$ cat src/rtl/median_frame_scheduler.sv
// Frame-level arbiter/sequencer sharing one median_filter between two pixel sources.
module median_frame_scheduler #(
  parameter int unsigned IMAGE_LEN      = 1080,
  parameter int unsigned IMAGE_HEIGHT   = 720,
  parameter int unsigned PIXEL_W        = 8,
  parameter int unsigned CLEAR_CYCLES   = 2,
  parameter int unsigned TIMEOUT_CYCLES = 16,
  localparam int unsigned DATA_W        = 3 * PIXEL_W
) (
  input  logic              clk,
  input  logic              rst,
  input  logic [1:0]        req_i,
  output logic [1:0]        grant_o,
  input  logic              src0_valid_i,
  input  logic [DATA_W-1:0] src0_data_i,
  input  logic              src1_valid_i,
  input  logic [DATA_W-1:0] src1_data_i,
  output logic              filt_rst_o,
  output logic              filt_start_o,
  output logic              filt_valid_o,
  output logic [DATA_W-1:0] filt_data_o,
  input  logic              filt_out_valid_i,
  input  logic              filt_done_i,
  output logic              frame_done_o,
  output logic              frame_src_o,
  output logic              err_o,
  output logic              busy_o
);

  localparam int unsigned FRAME_PIX = IMAGE_LEN * IMAGE_HEIGHT;
  localparam int unsigned EXP_OUT   = (IMAGE_LEN - 1) * (IMAGE_HEIGHT - 1);
  localparam int unsigned CNT_W     = $clog2(FRAME_PIX + 1);
  localparam int unsigned CLR_W     = (CLEAR_CYCLES > 1) ? $clog2(CLEAR_CYCLES) : 1;
  localparam int unsigned TMR_W     = $clog2(TIMEOUT_CYCLES + 1);

  typedef enum logic [2:0] {
    S_IDLE,
    S_CLEAR,
    S_START,
    S_STREAM,
    S_DRAIN,
    S_REPORT
  } state_t;

  state_t            state_q, state_d;
  logic              sel_q, sel_d;
  logic              last_q, last_d;
  logic              timeout_q, timeout_d;
  logic [CLR_W-1:0]  clr_cnt_q, clr_cnt_d;
  logic [CNT_W-1:0]  in_cnt_q, in_cnt_d;
  logic [CNT_W-1:0]  out_cnt_q, out_cnt_d;
  logic [TMR_W-1:0]  tmr_q, tmr_d;
  logic [1:0]        grant_q, grant_d;
  logic              filt_rst_q, filt_rst_d;
  logic              filt_start_q, filt_start_d;
  logic              frame_done_q, frame_done_d;
  logic              frame_src_q, frame_src_d;
  logic              err_q, err_d;
  logic              busy_q, busy_d;
  logic              sel_valid;
  logic [DATA_W-1:0] sel_data;
  logic              fwd;

  // Pixel path stays a state-gated mux so pixels reach the filter without added latency.
  always_comb begin
    sel_valid = sel_q ? src1_valid_i : src0_valid_i;
    sel_data  = sel_q ? src1_data_i  : src0_data_i;
    fwd       = (state_q == S_STREAM) && sel_valid;
  end

  assign filt_valid_o = fwd;
  assign filt_data_o  = fwd ? sel_data : '0;

  always_comb begin
    state_d   = state_q;
    sel_d     = sel_q;
    last_d    = last_q;
    timeout_d = timeout_q;
    clr_cnt_d = clr_cnt_q;
    in_cnt_d  = in_cnt_q;
    out_cnt_d = out_cnt_q;
    tmr_d     = tmr_q;

    if ((state_q == S_STREAM || state_q == S_DRAIN) && filt_out_valid_i && (out_cnt_q != '1)) begin
      out_cnt_d = out_cnt_q + 1'b1;
    end

    case (state_q)
      S_IDLE: begin
        if (|req_i) begin
          sel_d     = (req_i == 2'b11) ? ~last_q : req_i[1];
          clr_cnt_d = CLR_W'(CLEAR_CYCLES - 1);
          state_d   = S_CLEAR;
        end
      end
      S_CLEAR: begin
        in_cnt_d  = '0;
        out_cnt_d = '0;
        tmr_d     = '0;
        timeout_d = 1'b0;
        if (clr_cnt_q == '0) begin
          state_d = S_START;
        end else begin
          clr_cnt_d = clr_cnt_q - 1'b1;
        end
      end
      S_START: begin
        state_d = S_STREAM;
      end
      S_STREAM: begin
        if (fwd) begin
          in_cnt_d = in_cnt_q + 1'b1;
          if (in_cnt_d == CNT_W'(FRAME_PIX)) begin
            state_d = S_DRAIN;
          end
        end
      end
      S_DRAIN: begin
        tmr_d = tmr_q + 1'b1;
        if (filt_done_i) begin
          state_d = S_REPORT;
        end else if (tmr_d == TMR_W'(TIMEOUT_CYCLES)) begin
          timeout_d = 1'b1;
          state_d   = S_REPORT;
        end
      end
      S_REPORT: begin
        last_d  = sel_q;
        state_d = S_IDLE;
      end
      default: begin
        state_d = S_IDLE;
      end
    endcase

    // Outputs are decoded from the next state so they register in step with it.
    grant_d      = (state_d == S_STREAM) ? (sel_d ? 2'b10 : 2'b01) : 2'b00;
    filt_rst_d   = (state_d == S_IDLE) || (state_d == S_CLEAR);
    filt_start_d = (state_d == S_START);
    frame_done_d = (state_d == S_REPORT);
    frame_src_d  = (state_d == S_REPORT) && sel_q;
    err_d        = (state_d == S_REPORT) && (timeout_d || (out_cnt_d != CNT_W'(EXP_OUT)));
    busy_d       = (state_d != S_IDLE);
  end

  always_ff @(posedge clk) begin
    if (rst) begin
      state_q      <= S_IDLE;
      sel_q        <= 1'b0;
      last_q       <= 1'b1;
      timeout_q    <= 1'b0;
      clr_cnt_q    <= '0;
      in_cnt_q     <= '0;
      out_cnt_q    <= '0;
      tmr_q        <= '0;
      grant_q      <= '0;
      filt_rst_q   <= 1'b1;
      filt_start_q <= 1'b0;
      frame_done_q <= 1'b0;
      frame_src_q  <= 1'b0;
      err_q        <= 1'b0;
      busy_q       <= 1'b0;
    end else begin
      state_q      <= state_d;
      sel_q        <= sel_d;
      last_q       <= last_d;
      timeout_q    <= timeout_d;
      clr_cnt_q    <= clr_cnt_d;
      in_cnt_q     <= in_cnt_d;
      out_cnt_q    <= out_cnt_d;
      tmr_q        <= tmr_d;
      grant_q      <= grant_d;
      filt_rst_q   <= filt_rst_d;
      filt_start_q <= filt_start_d;
      frame_done_q <= frame_done_d;
      frame_src_q  <= frame_src_d;
      err_q        <= err_d;
      busy_q       <= busy_d;
    end
  end

  assign grant_o      = grant_q;
  assign filt_rst_o   = filt_rst_q;
  assign filt_start_o = filt_start_q;
  assign frame_done_o = frame_done_q;
  assign frame_src_o  = frame_src_q;
  assign err_o        = err_q;
  assign busy_o       = busy_q;

endmodule

$ cat config.mk
export PLATFORM = sky130hd
export DESIGN_NAME = median_frame_scheduler
export DESIGN_NICKNAME = d
export VERILOG_FILES = /design/src/rtl/median_frame_scheduler.sv
export SDC_FILE = /design/constraint.sdc
export NUM_CORES = 1
export LEC_CHECK = 0
export BUFFER_PORTS_ARGS = -buffer_cell sky130_fd_sc_hd__buf_4
export CAP_MARGIN = 20
export CORE_UTILIZATION = 45
export DETAILED_ROUTE_END_ITERATION = 10
export PLACE_DENSITY = 0.68
export SLEW_MARGIN = 20
export SYNTH_ARGS = -nofsm -noshare
export SYNTH_HDL_FRONTEND = slang
export SYNTH_SLANG_ARGS = --single-unit
$ cat constraint.sdc
create_clock -name clk -period 3.2 [get_ports clk]
set_clock_uncertainty 0.1 [all_clocks]
set_input_delay 0.48 -clock clk [delete_from_list [all_inputs] [get_ports clk]]
set_output_delay 0.48 -clock clk [all_outputs]
set_load 0.01 [all_outputs]
# Yosys cells after proc, flatten, opt, wreduce, memory -nomap -nowiden
# Index checks and enable logic that the tools add are counted.
word_totals:
  inputBits: 56
  romBits: 0
  latch_bits: 0
  ramBits: 0
  reg_bits: 60
  mem_count: 0
classes:
  n_mul: 0
  n_mux: 25
  order_cmp: 0
  div_mod_pow: 0
  n_bitwise: 2
  n_addsub: 4
  n_shift: 0
  reduce_logical: 18
  n_eq_ne: 16
ops:
  columns: ["op", "count"]
  rows:
  - ["2-to-1 mux 20 bit", 3]
  - ["2-to-1 mux 24 bit", 2]
  - ["adder 20 x 1 -> 20 bit, second input constant", 2]
  - ["!= test 20 bit, second input constant", 2]
  - ["one-hot mux 20 bit (2 select lines)", 1]
  - ["== test 20 bit, second input constant", 1]
  - ["2-to-1 mux 3 bit", 6]
  - ["one-hot mux 3 bit (5 select lines)", 1]
  - ["== test 3 x 2 -> 1 bit, second input constant", 4]
  - ["one-hot mux 5 bit (2 select lines)", 1]
  - ["== test 3 bit, second input constant", 3]
  - ["2-to-1 mux 1 bit", 8]
  - ["== test 3 x 1 -> 1 bit, second input constant", 2]
  - ["zero test 3 bit", 2]
  - ["nonzero test 2 bit", 3]
  - ["adder 5 x 1 -> 5 bit, second input constant", 1]
  - ["== test 5 bit, second input constant", 1]
  - ["logical AND 1 bit", 5]
  - ["!= test 2 bit, second input constant", 2]
  - ["one-hot mux 1 bit (2 select lines)", 2]
  - ["AND reduction 2 bit", 2]
  - ["OR reduction 2 bit", 2]
  - ["logical OR 1 bit", 3]
  - ["nonzero test 3 bit", 1]
  - ["other kinds (4)", 5]

# Longest topological paths before layout
# Gate-level depths: netlist of the first run.
depth:
  ltp_word: 9
  ltp_mapped: 9
  ltp_nobuf: 8

# Worst setup path before layout of the first run
# Ideal clock, no wire load.
synth_path:
  path_kind: "reg-to-reg"
  from: "register state_q[1]"
  to: "register err_q (netlist: err_o)"
  setup_slack_ps: 603
  synth_period_minus_slack_ps: 2597
  stages_incl_launch_ff: 9
  path_buffers: 1
  t_arrival_ps: 2371
  t_required_ps: 2973
  path_cell_list: "dfxtp_1 > buf_6 > or3b_4 > a2111o_1 > nor3_2 > nor3_1 > or4_1 > nor4_1 > a31oi_1"
synth_between:
  elab_chain_len: 9
synth_lines:
  columns: ["element", "line", "text"]
  rows:
  - ["start: declaration", "45", "state_t state_q, state_d;"]
  - ["start signal: assignment", "164", "state_q <= state_d;"]
  - ["== test 3 x 2 -> 1 bit or == test 3 bit (tied branches)", "68, 84, 88", null]
  - ["logical OR 1 bit", "84", "if ((state_q == S_STREAM || state_q == S_DRAIN) && filt_out_valid_i && (out_cnt_q != '1)) begin"]
  - ["logical AND 1 bit (2 in a row)", "84", null]
  - ["2-to-1 mux 20 bit", "84", null]
  - ["2-to-1 mux 20 bit", "88", "case (state_q)"]
  - ["!= test 20 bit", "142", "err_d = (state_d == S_REPORT) && (timeout_d || (out_cnt_d != CNT_W'(EXP_OUT)));"]
  - ["logical OR 1 bit", "142", null]
  - ["logical AND 1 bit (*)", "142", null]
  - ["end signal: assignment", "177", "err_q <= err_d;"]
  - ["end: declaration", "58", "logic err_q, err_d;"]
# Mark *: on every way between the ends. The rest lies on a longest branch, timed or not.
# A chain may end at the register's enable or synchronous reset.

# Final worst setup path of the first run
layout_path:
  from: "register state_q[0]"
  to: "register err_q (netlist: err_o)"
# Same word-level chain as after synthesis.

==> flow_summary.yaml, run 1 <==
grt:
  overflow: 0
  grt_first_pass_wirelength_mm: 16.4
  grt_antenna_before_repair: 0
  grt_max_degree: 45
  grtUsageTotal_pct: 23.8
  grt_pass1_vias: 3576
cells_and_area:
  diodes: 0
  final_common_cell: "buf_4"
  layout.nets: 629
  ff_latch_area_um2: 1200
  final_layout_size_suffix_gt1_share_pct: 21.6
  stdcell_count: 677
  areaGrowthSynthToFinish_pct: 25.9
  mostFrequentLayoutCells: "99 x buf_4, 82 x nor2_1, 60 x dfxtp_1"
  fillers: 723
  multi_input_area_um2: 2370
job:
  maxCapViolations: 0
worst_setup_path:
  ff2ff_path_depth: 8
  critPathKind: "reg2reg"
  rr_endpoint: "err_o"
  required_ps: 3320
  crit_fanout: 22
  arrival_ps: 2780
  startpoint_type: "flop"
  reg2reg_slack_ps: 540
  end_kind: "flop"
  r2r-start: "state_q[0]"
die:
  die_w_um: 93.1
  ioPinCount: 89
  dieArea_um2: 8660
  start_util_pct: 47.3
  die_h_um: 93.1
  core_um2: 7890
  rows: 32
routing:
  via_count: 3904
  dr.pass1.iters: 4
  wl_per_cell_um: 14.7
  ant_nets: 0
  wl_mm: 9.92
  vias_per_cell: 5.77
  drt_iter0_drc: 171
  drc: 0
logic_synthesis:
  synth.yosys.seq_area_share_pct: 32.2
  postSynthAreaPerCell_um2: 7.62
  synth.distinct_cells: 63
  ys_ff_latch: 60
  ys.warnings.count: 0
  synthCells: 490
  async_flop_share_pct: 0
  synth_ff_type: "dfxtp_1"
  netlist_area_um2: 3730
  mappedNetlistNets: 549
  synth_edf_count: 0
cts:
  clockRootBuffer: "clkbuf_8"
  clk_pin_slew_ps: 80
  h-tree-depth: 3
  clk_path_buf_depth: 2
  holdBufCountCts: 0
  cts_resized: 0
  cts_setup_buffers: 0
  clkLatencyLatePin_ps: 340
  cts_tree: "done"
  cts_buffers: 9
  clock-sinks: 60
place:
  dp_hpwl_mm: 7.19
  place.gp.congestion: 0.877
  portBuffers: 88
  pre_cts_ws_ps: 572
  dp_cells: 661
timing:
  period_minus_slack_ps: 2660
  drv_slew: 0
  setup_ws_ps: 539
  tightest_slew_ps: 736
  max_freq_mhz: 376
  max-slew-margin-rel_pct: 50.9
  fin_crit_sh_pct: 83.1
  grt_setup_unrepaired: "false"
  whs_ps: 254
  final.setup.tns_ps: 0
  hold_viol: 0
  setup-violations-final: 0
pwr:
  pwr_density_cell_nw_per_um2: 388
  power_mw: 1.82
  p_leak_nw: 1.76
  irDropWorstVdd_v: 0.000213
outcome:
  status: "complete, no violations"
min_path:
  hold_depth: 2
  min_from: "req_i[0]"
  min_path_type: "in2reg"
  holdPathEnd: "sel_q"
[area by class of cell]
cell class	instances	area share, %
inverter	8	0.639
timing repair buffer	99	15.8
tap	102	2.71
multi-input combinational	392	50.5
clock inverter	6	1.86
sequential	60	25.5
clock buffer	10	2.93
[critical path, cell delays in order, from the launching register on]
cell,delay (ps)
dfxtp_1,320
buf_4,200
nor3b_1,300
o21ai_0,230
a21oi_1,500
mux2i_1,150
or4_1,430
nor4_1,180
a31oi_1,110
[where the power goes]
group	switching [mW]	total, mW	internal [mW]	leakage [nW]
Clock	0.318	0.776	0.458	0.105
Combinational	0.152	0.279	0.127	1.17
Sequential	0.00812	0.769	0.761	0.485
[worst max-delay path by stage]
stage | start | to | slack [ps] | cells past startpoint
final | state_q[0] | err_o | 540 | 8
after global routing | state_q[0] | err_o | 360 | 8
after CTS | state_q[0] | err_o | 560 | 8
after detailed placement | state_q[0] | err_o | 570 | 8
after global placement | state_q[0] | err_o | 570 | 8
after floorplan | state_q[1] | err_o | 600 | 8
[cell families after synthesis]
kind of cell / synth area share (%)
AO/OA/AOI/OAI: 19.1
XOR/XNOR: 3.75
multiplexers: 8.08
buffers and inverters: 4.22
flip-flops: 32.2
AND/OR/NAND/NOR: 31.7
adder cells (fa/ha/maj): 1.01
[per-layer routing]
| metal | up-vias | track usage [%] | routed length [µm] | share of wire [%] |
|---|---|---|---|---|
| met5 | - | 0 | 0 | 0 |
| met2 | 158 | 39.9 | 4680 | 47 |
| li1 | 1940 | - | - | - |
| met1 | 1785 | 29.6 | 4370 | 44 |
| met3 | 21 | 4.55 | 632 | 6.4 |
| met4 | 0 | 10.1 | 237 | 2.4 |
[through the flow]
step	util, %	instance area [µm²]
floorplan	-	3730
global placement	56.8	4480
detailed placement	56.8	4480
CTS	59.6	4700
global route	59.6	4700
finish	59.6	4700
[state kept, by name, summed over array words and instances (netlist names), 2 cells and up]
signal / count
grant_o: 2
out_cnt_q: 20
in_cnt_q: 20
tmr_q: 5
state_q: 3
[cells in the mapped netlist, types with 3 or more instances]
cell type / count / area [µm²]
nor2_1: 82 / 308
dfxtp_1: 60 / 1200
nand2_1: 35 / 131
a21oi_1: 30 / 150
mux2i_1: 29 / 290
clkbuf_1: 26 / 97.6
nand3_1: 22 / 110
o21ai_0: 22 / 110
nor3_1: 19 / 95.1
and3_1: 10 / 62.6
nor4_1: 9 / 56.3
xnor2_1: 9 / 78.8
inv_1: 8 / 30.0
nand4_1: 8 / 50.1
nor2b_1: 8 / 50.1
a31oi_1: 7 / 43.8
and2_1: 7 / 43.8
nand2b_1: 7 / 43.8
xor2_1: 7 / 61.3
a211oi_1: 6 / 45.0
a311oi_1: 5 / 43.8
or3_1: 5 / 31.3
a22oi_1: 4 / 30.0
a41oi_1: 4 / 35.0
nand3b_1: 4 / 30.0
nor3b_1: 4 / 30.0
and4_1: 3 / 26.3
ha_1: 3 / 37.5
nand4b_1: 3 / 26.3
o211ai_1: 3 / 22.5
Note: power is estimated with default switching activity, not from simulation.
==> run 2, diff against run 1 <==
--- a/config.mk
+++ b/config.mk
@@ -9,7 +9,7 @@
 export CAP_MARGIN = 20
 export CORE_UTILIZATION = 45
 export DETAILED_ROUTE_END_ITERATION = 10
-export PLACE_DENSITY = 0.68
+export PLACE_DENSITY = 0.71
 export SLEW_MARGIN = 20
 export SYNTH_ARGS = -nofsm -noshare
 export SYNTH_HDL_FRONTEND = slang
==> constraint.sdc (replaced) <==
create_clock -name clk -period 2.15 [get_ports clk]
set_clock_uncertainty 0.1 [all_clocks]
set_input_delay 0.3225 -clock clk [delete_from_list [all_inputs] [get_ports clk]]
set_output_delay 0.3225 -clock clk [all_outputs]
set_load 0.01 [all_outputs]
==> run 2 against run 1 <==
  * The flow now finishes with violations (negative setup slack)
  * Sequential power grew 50%
  * Global-route usage grew 5.8 points
  * Design area grew 34%
  * Sequential share of layout area shrank 6.2 points
  * Largest power group is now registers
  * Highest routed layer unchanged
==> flow_summary.yaml, run 2 (same netlist as run 1, synthesis figures left out) <==
outcome:
  status: "finished with violations"
  failed_checks: "negative setup slack"
worst_setup_path:
  arrival_ps: 2700
  rr_endpoint: "err_o"
  startpoint_type: "flop"
  ff2ff_path_depth: 6
  reg2reg_slack_ps: -420
  end_kind: "flop"
  cp_cell_sequence: "or3b_4, a2111o_1, mux2i_1, or4_1, nor4_2, a31oi_1"
  cp-startpoint: "state_q[2]"
  r2r-start: "state_q[2]"
  required_ps: 2280
  critPathKind: "reg2reg"
  slowest_stage: "or4_1"
  crit_end: "err_o"
  max_stage_delay_ps: 530
  crit_fanout: 4
routing:
  ant_nets: 0
  vias_per_cell: 5.93
  via_count: 4780
  wl_mm: 14.9
  drt_iter0_drc: 367
  dr.pass1.iters: 5
  drc: 0
  wl_per_cell_um: 18.4
cts:
  clock-sinks: 60
  clockRootBuffer: "clkbuf_8"
  clk_path_buf_depth: 2
  clkLatencyLatePin_ps: 350
  holdBufCountCts: 0
  h-tree-depth: 3
  cts_tree: "done"
  clk_pin_slew_ps: 70
  cts_buffers: 9
timing:
  drv_slew: 0
  tightest_slew_ps: 456
  whs_ps: 98.7
  fin_crit_sh_pct: 120
  final.setup.tns_ps: -5930
  period_minus_slack_ps: 2570
  setup-violations-final: 33
  max_freq_mhz: 389
  hold_viol: 0
  grt_setup_unrepaired: "true"
  setup_ws_ps: -424
  max-slew-margin-rel_pct: 69.6
cells_and_area:
  ff_latch_area_um2: 1210
  reg_top3: "in_cnt_q x20, out_cnt_q x20, tmr_q x5"
  mostFrequentLayoutCells: "189 x buf_4, 58 x nor2_1, 54 x dfxtp_1"
  multi_input_area_um2: 2760
  areaGrowthSynthToFinish_pct: 68.4
  layout.nets: 758
  fillers: 455
  diodes: 0
  final_common_cell: "buf_4"
  final_layout_size_suffix_gt1_share_pct: 45.0
die:
  core_um2: 7890
  die_w_um: 93.1
  rows: 32
  dieArea_um2: 8660
  ioPinCount: 89
  die_h_um: 93.1
  start_util_pct: 47.3
grt:
  grt_first_pass_wirelength_mm: 20.0
  grt_antenna_before_repair: 0
  grtUsageTotal_pct: 29.5
  overflow: 0
  grt_max_degree: 39
  grt_pass1_vias: 4303
place:
  portBuffers: 88
  place.gp.congestion: 0.919
  dp_hpwl_mm: 8.77
pwr:
  p_leak_nw: 2.58
  pwr_density_cell_nw_per_um2: 434
  irDropWorstVdd_v: 0.000289
job:
  maxCapViolations: 0
min_path:
  min_path_type: "in2reg"
run 2: worst min path at each step:
stage / startpoint / to / slack (ps) / cells past startpoint
after floorplan: req_i[0] / sel_q / 340 / 1
after global placement: clr_cnt_q / clr_cnt_q / 360 / 2
after detailed placement: clr_cnt_q / clr_cnt_q / 370 / 2
after CTS: req_i[0] / sel_q / 90 / 2
after global routing: req_i[0] / sel_q / 100 / 2
final: req_i[0] / sel_q / 100 / 2
run 2: through the flow:
stage,power [mW],worst slack [ps],utilization [%],instances,instance area [µm²]
6_report,2.73,-424,79.7,806,6290
3_5_place_dp,1.64,-407,67.3,763,5310
4_1_cts,2.60,-355,73.1,788,5760
2_1_floorplan,1.41,-409,-,490,3790
5_1_grt,2.83,-506,79.7,806,6290
3_3_place_gp,1.63,-325,67.3,763,5310
run 2: layer usage:
metal,share of wire [%],GRT usage [%]
met5,0,0
met4,4.8,13.2
met3,7.9,4.07
met1,38,35.0
met2,49,52.7
run 2: what timing repair did:
item,in CTS,in global routing
endpoints found under the setup margin,39,34
pin swaps,20,28
buffers inserted,9,13
gates resized for setup,46,82
gates cloned,1,5
run 2: layout make-up:
cell class              instances  area share [%]
flip-flops and latches         60            19.3
repair buffers                228            31.3
clock inverters                 5           0.597
well taps                     102            2.03
inverters                       8           0.557
clock buffers                  11            2.25
multi-input cells             392            44.0
run 2: worst max-delay path: cells and delay by family, from the launching register on:
family           cells  cell delay, ps
AO/OA/AOI/OAI        2             600
flip-flops           1             350
multiplexers         1             190
AND/OR/NAND/NOR      3            1210
run 2: power breakdown:
| group | switching (mW) | internal [mW] | leakage, nW |
|---|---|---|---|
| combinational | 0.331 | 0.303 | 2.01 |
| clock | 0.500 | 0.452 | 0.0855 |
| sequential | 0.0145 | 1.13 | 0.488 |
